## src/rtl/ccr_unit.sv

```systemverilog
// Condition code register behind the ALU: per-flag capture, SETC/CLRC, branch test-and-clear, interrupt shadow stack.
// Flags are visible one cycle after the update edge; brTaken is combinational. No backpressure: every input is consumed each cycle.
module ccr_unit #(
  parameter int DEPTH   = 4,
  parameter int DEPTH_W = 3
) (
  input  logic               clk,
  input  logic               rst_n,
  input  logic               aluZero,
  input  logic               aluSign,
  input  logic               aluCarry,
  input  logic [2:0]         flagWrEn,
  input  logic               setC,
  input  logic               clrC,
  input  logic               brValid,
  input  logic [1:0]         brType,
  input  logic               intSave,
  input  logic               intRestore,
  output logic [2:0]         ccr,
  output logic               brTaken,
  output logic [DEPTH_W-1:0] stackDepth,
  output logic               stackOvf,
  output logic               stackUnf
);

  localparam int IDX_W = (DEPTH > 1) ? $clog2(DEPTH) : 1;
  localparam int SLOTS = 1 << IDX_W;

  logic [2:0]       stack [SLOTS];
  logic [2:0]       alu_flags;
  logic [2:0]       ccr_upd;
  logic             full;
  logic             empty;
  logic [IDX_W-1:0] push_idx;
  logic [IDX_W-1:0] pop_idx;

  assign alu_flags = {aluCarry, aluSign, aluZero};
  assign full      = (stackDepth == DEPTH_W'(DEPTH));
  assign empty     = (stackDepth == '0);
  // Slot array is a power of two, so the modulo wrap of pop_idx at depth==DEPTH still lands on the top entry.
  assign push_idx  = stackDepth[IDX_W-1:0];
  assign pop_idx   = push_idx - IDX_W'(1);

  always_comb begin
    brTaken = 1'b0;
    if (brValid) begin
      case (brType)
        2'b01:   brTaken = ccr[0];
        2'b10:   brTaken = ccr[1];
        2'b11:   brTaken = ccr[2];
        default: brTaken = 1'b0;
      endcase
    end
  end

  // Priority order: ALU capture, then SETC/CLRC (clear wins), then taken-branch clear of the tested flag.
  always_comb begin
    ccr_upd = ccr;
    for (int i = 0; i < 3; i++) begin
      if (flagWrEn[i]) ccr_upd[i] = alu_flags[i];
    end
    if (setC) ccr_upd[2] = 1'b1;
    if (clrC) ccr_upd[2] = 1'b0;
    if (brTaken) begin
      case (brType)
        2'b01:   ccr_upd[0] = 1'b0;
        2'b10:   ccr_upd[1] = 1'b0;
        2'b11:   ccr_upd[2] = 1'b0;
        default: ;
      endcase
    end
  end

  always_ff @(posedge clk or negedge rst_n) begin
    if (!rst_n) begin
      ccr        <= '0;
      stackDepth <= '0;
      stackOvf   <= 1'b0;
      stackUnf   <= 1'b0;
      for (int i = 0; i < SLOTS; i++) stack[i] <= '0;
    end else if (intSave && intRestore) begin
      // Simultaneous save and RTI freezes everything, including the normal flag update.
    end else if (intRestore) begin
      if (!empty) begin
        ccr        <= stack[pop_idx];
        stackDepth <= stackDepth - DEPTH_W'(1);
      end else begin
        stackUnf <= 1'b1;
      end
    end else begin
      ccr <= ccr_upd;
      if (intSave) begin
        if (!full) begin
          stack[push_idx] <= ccr;
          stackDepth      <= stackDepth + DEPTH_W'(1);
        end else begin
          stackOvf <= 1'b1;
        end
      end
    end
  end

endmodule

```

## config.mk

```make
export PLATFORM = sky130hd
export DESIGN_NAME = ccr_unit
export DESIGN_NICKNAME = d
export VERILOG_FILES = /design/src/rtl/ccr_unit.sv
export SDC_FILE = /design/constraint.sdc
export NUM_CORES = 1
export LEC_CHECK = 0
export ABC_AREA = 1
export BUFFER_PORTS_ARGS = -buffer_cell sky130_fd_sc_hd__buf_2
export CORE_AREA = 2 2 67 69
export DETAILED_ROUTE_END_ITERATION = 10
export DIE_AREA = 0 0 69 71
export GPL_TIMING_DRIVEN = 0
export HOLD_SLACK_MARGIN = 0.15
export PLACE_DENSITY = 0.47
export SYNTH_ARGS = -nofsm -noshare
export SYNTH_HDL_FRONTEND = slang
export SYNTH_SLANG_ARGS = --single-unit
```

## constraint.sdc

```tcl
create_clock -name clk -period 2.1 [get_ports clk]
set_input_delay 0.42 -clock clk [delete_from_list [all_inputs] [get_ports clk]]
set_output_delay 0.42 -clock clk [all_outputs]
set_load 0.03 [all_outputs]
```

==> metrics.md <==
| Metric | Value |
|---|---|
| Worst Tran Pin Value | 0.4701 ns |
| Fin crit period | 1.796 ns |
| Largest cells by area after synthesis | dfrtp_1 (41%), nand2_1 (13%), nand3_1 (6.6%), inv_1 (5.2%), ha_1 (4.1%) |
| CTS Root Cell | clkbuf_8 |
| Mean post-synth cell area | around 8.2 sq um |
| Number of fill cells | approximately 450 |
| Peak Freq | 0.5568 GHz |
| Status | completed |
| Worst setup SP type | register |
| Number of synthesized flops with an enable pin | 0 |
| Fin util | 35.06% |
| N_diodes | 0 |
| CP max stage delay | between 0.4 and 0.5 ns |
| Final WL | between 2000 and 3000 um |
| Number of max-cap violations | 0 |
| Final HPWL DP | around 2000 um |
| RR Startpoint | stackDepth[0] |
| Crit-path max FO | 9 |
| Unique masters post-synth | 26 |
| CTS tree | done |
| Routed Antenna Nets | 0 |
| Leak | 0.0007326 uW |
| Mapped Cells | 148 |
| CTS max path bufs | 2 |
| GRT Overall Usage | between 10% and 20% |
| Reg2reg setup slack | ~0.30 ns |
| Final period utilization | a little under nine tenths |
| CP max-delay cell | dfrtp_1 |
| Peak supply drop | 0.3129 mV |
| Worst Reg-to-Reg Cells | 9 |
| # port buffers | 22 |
| Vias after detailed routing | a little over 1000 |
| Vias in the first global route | between 1000 and 1500 |
| Pwr Density | between 1000 and 1500 mW/mm^2 |
| Seq/Total Area, Yosys | about two fifths |
| Final hold violations | 0 |
| Row cnt | 24 |
| Vias per cell | around 4.4 |
| RSZ-0062 raised after global routing | no |
| Global-route wire length before repair | 4554 um |
| Chip width | slightly below 70 um |
| YS warnings | 0 |
| Clk_skew | roughly 0.005 ns |
| FF+latch count, synth | 20 |
| Top delay family on crit path | simple AND/OR/NAND/NOR gates |
| Synth-to-layout area growth | 21.07% |
| Crit. End Element | register |
| Met2 WL | roughly 1400 um |
| Kind of critical path | register to register |
| Post-cts resize count | 0 |
| CTS Buf Count | 3 |
| Gr ovfl total | 0 |
| Levels on crit path | 9 |
| Commonest non-fill, non-tap cell in the layout | nand2_1 |
| Reg-to-Reg End | ccr[0] |
| DR top layer | met4 |
| Setup Buffers After CTS | 0 |
| DRC errors left | 0 |
| Die area | a little under 0.005 sq mm |
| Bufs and invs on worst path | 3 |
| # H-tree levels | 1 |
| Ys async rst share | between 90% and 100% |
| Final Power | approximately 2100 uW |
| Antenna violations before repair | 0 |
| Worst endpoint required time | ~2.3 ns |
| Footprint of the multi-input gates | 629.4 sq um |
| Synth Flop Type | dfrtp_1 |
| Cell repeated most along the worst path | nand2_1 |
| Final setup fails | 0 |
| FF+latch area | ~500 sq um |
| Clock Pin Slew Worst Setup and Hold Paths | 0.08 ns |
| Critical Path Sink | ccr[0] |
| Most frequent cells in the layout | nand2_1 (42), buf_2 (23), dfrtp_1 (20) |
| Syn nets | between 150 and 200 |
| Mapped cell area | around 0.0012 sq mm |
| DIE HEIGHT | slightly above 70 um |
| Synth top area share | roughly 41% |
| CP arrival | between 1.5 and 2 ns |
| WL/cell | 11.25 um |
| Core ar. | 0.004204 sq mm |
| # IOs | 24 |
| Met3 WL post-DR | roughly 59 um |
| Largest net degree at the start of global routing | 21 |
| Critical path origin | stackDepth[0] |
| 1st-iter DRT viols | 26 |
| Final TNS setup | 0 ns |
| Clock Sinks | 20 |
| Max-slew headroom | between 60% and 70% |
| Worst path cell trace | buf_2 -> inv_2 -> ha_1 -> nand2_1 -> nand2_1 -> nand2_1 -> nand2_1 -> inv_1 -> a21oi_1 |
| Met1 Routed Length | around 1000 um |
| Worst hold path class | primary input to register |
| DRT Pass-1 Iters | 4 |
| Initial core utilization | 28.96% |
| Clk_lat worst skew | 0.26 ns |
| Max Slew Vio Count | 0 |
| Nets | approximately 200 |
| Largest area contributor in the netlist | dfrtp_1 |
| Routability congestion estimate | 0.6845 |
| Share of cells above drive strength 1 | 24.00% |
## synthesized netlist by cell type (2+ instances only)
library cell,count
nand2_1,42
dfrtp_1,20
inv_1,17
nand3_1,16
nor2_1,9
a21oi_1,6
o21a_1,6
o21ai_0,5
ha_1,4
nor2_4,3
inv_2,2
nand2_4,2
o21bai_1,2
xor2_1,2
## stage by stage
stage,cell area (sq um),std cells,hold slack [ns],setup WS (ns)
after floorplan,1217,148,0.1244,0.3333
after global placement,1393,222,0.3968,0.3123
after detailed placement,1393,222,0.4067,0.2990
after CTS,1474,227,0.4486,0.2714
after global routing,1474,227,0.4561,0.1384
final,1474,227,0.4462,0.3041
## layer usage
layer | up-vias | global-route usage [%]
met5 | - | 0
met4 | 0 | 5.229
met3 | 3 | 2.279
met2 | 12 | 21.69
met1 | 472 | 12.99
li1 | 522 | -
## worst min-delay path: stages
cell and delay (ns):
buf_6 0.13, nand2_1 0.07, o21bai_1 0.06
## flip-flops by register name, summed over array words and instances, names as in the netlist
register	cells
stackOvf	1
stackDepth	3
stack	12
stackUnf	1
ccr	3
## worst min path at each step
| stage | endpoint | cells after the start | startpoint |
|---|---|---|---|
| after floorplan | ccr[0] | 0 | rst_n |
| after global placement | stackDepth[0] | 1 | rst_n |
| after detailed placement | stackDepth[0] | 1 | rst_n |
| after CTS | stackUnf | 3 | intRestore |
| after global routing | stackUnf | 3 | intRestore |
| final | stackUnf | 3 | intRestore |
## layout make-up
class                           count  area share (%)
Buffer                              2           1.104
Multi-Input combinational cell    107           42.70
Clock buffer                        3           2.801
Sequential cell                    20           33.96
Tap cell                           52           4.414
Clock inverter                      1           2.037
Timing Repair Buffer               23           8.149
Inverter                           19           4.839
## logic make-up after synthesis
kind of cell             count (synthesis)  synth area share, %
AO/OA/AOI/OAI                           21                11.10
XOR/XNOR                                 2                1.439
adder cells (fa/ha/maj)                  5                5.756
buffers and inverters                   21                7.194
flip-flops                              20                41.11
multiplexers                             1               0.9249
AND/OR/NAND/NOR                         78                32.48
## report_power, final
part	internal (uW)	switching, uW	leakage [uW]	total (uW)
logic	358	635	0.000463	993
clock network	255	135	0.0000357	389
registers	569	136	0.000233	705
total	1180	906	0.000733	2090
## what timing repair did
| action | in CTS | in global routing |
|---|---|---|
| endpoints found under the setup margin | 0 | 0 |
| hold buffers | 1 | 0 |
| endpoints found under the hold margin | 20 | 0 |
Note: power is estimated with default switching activity, not from simulation.
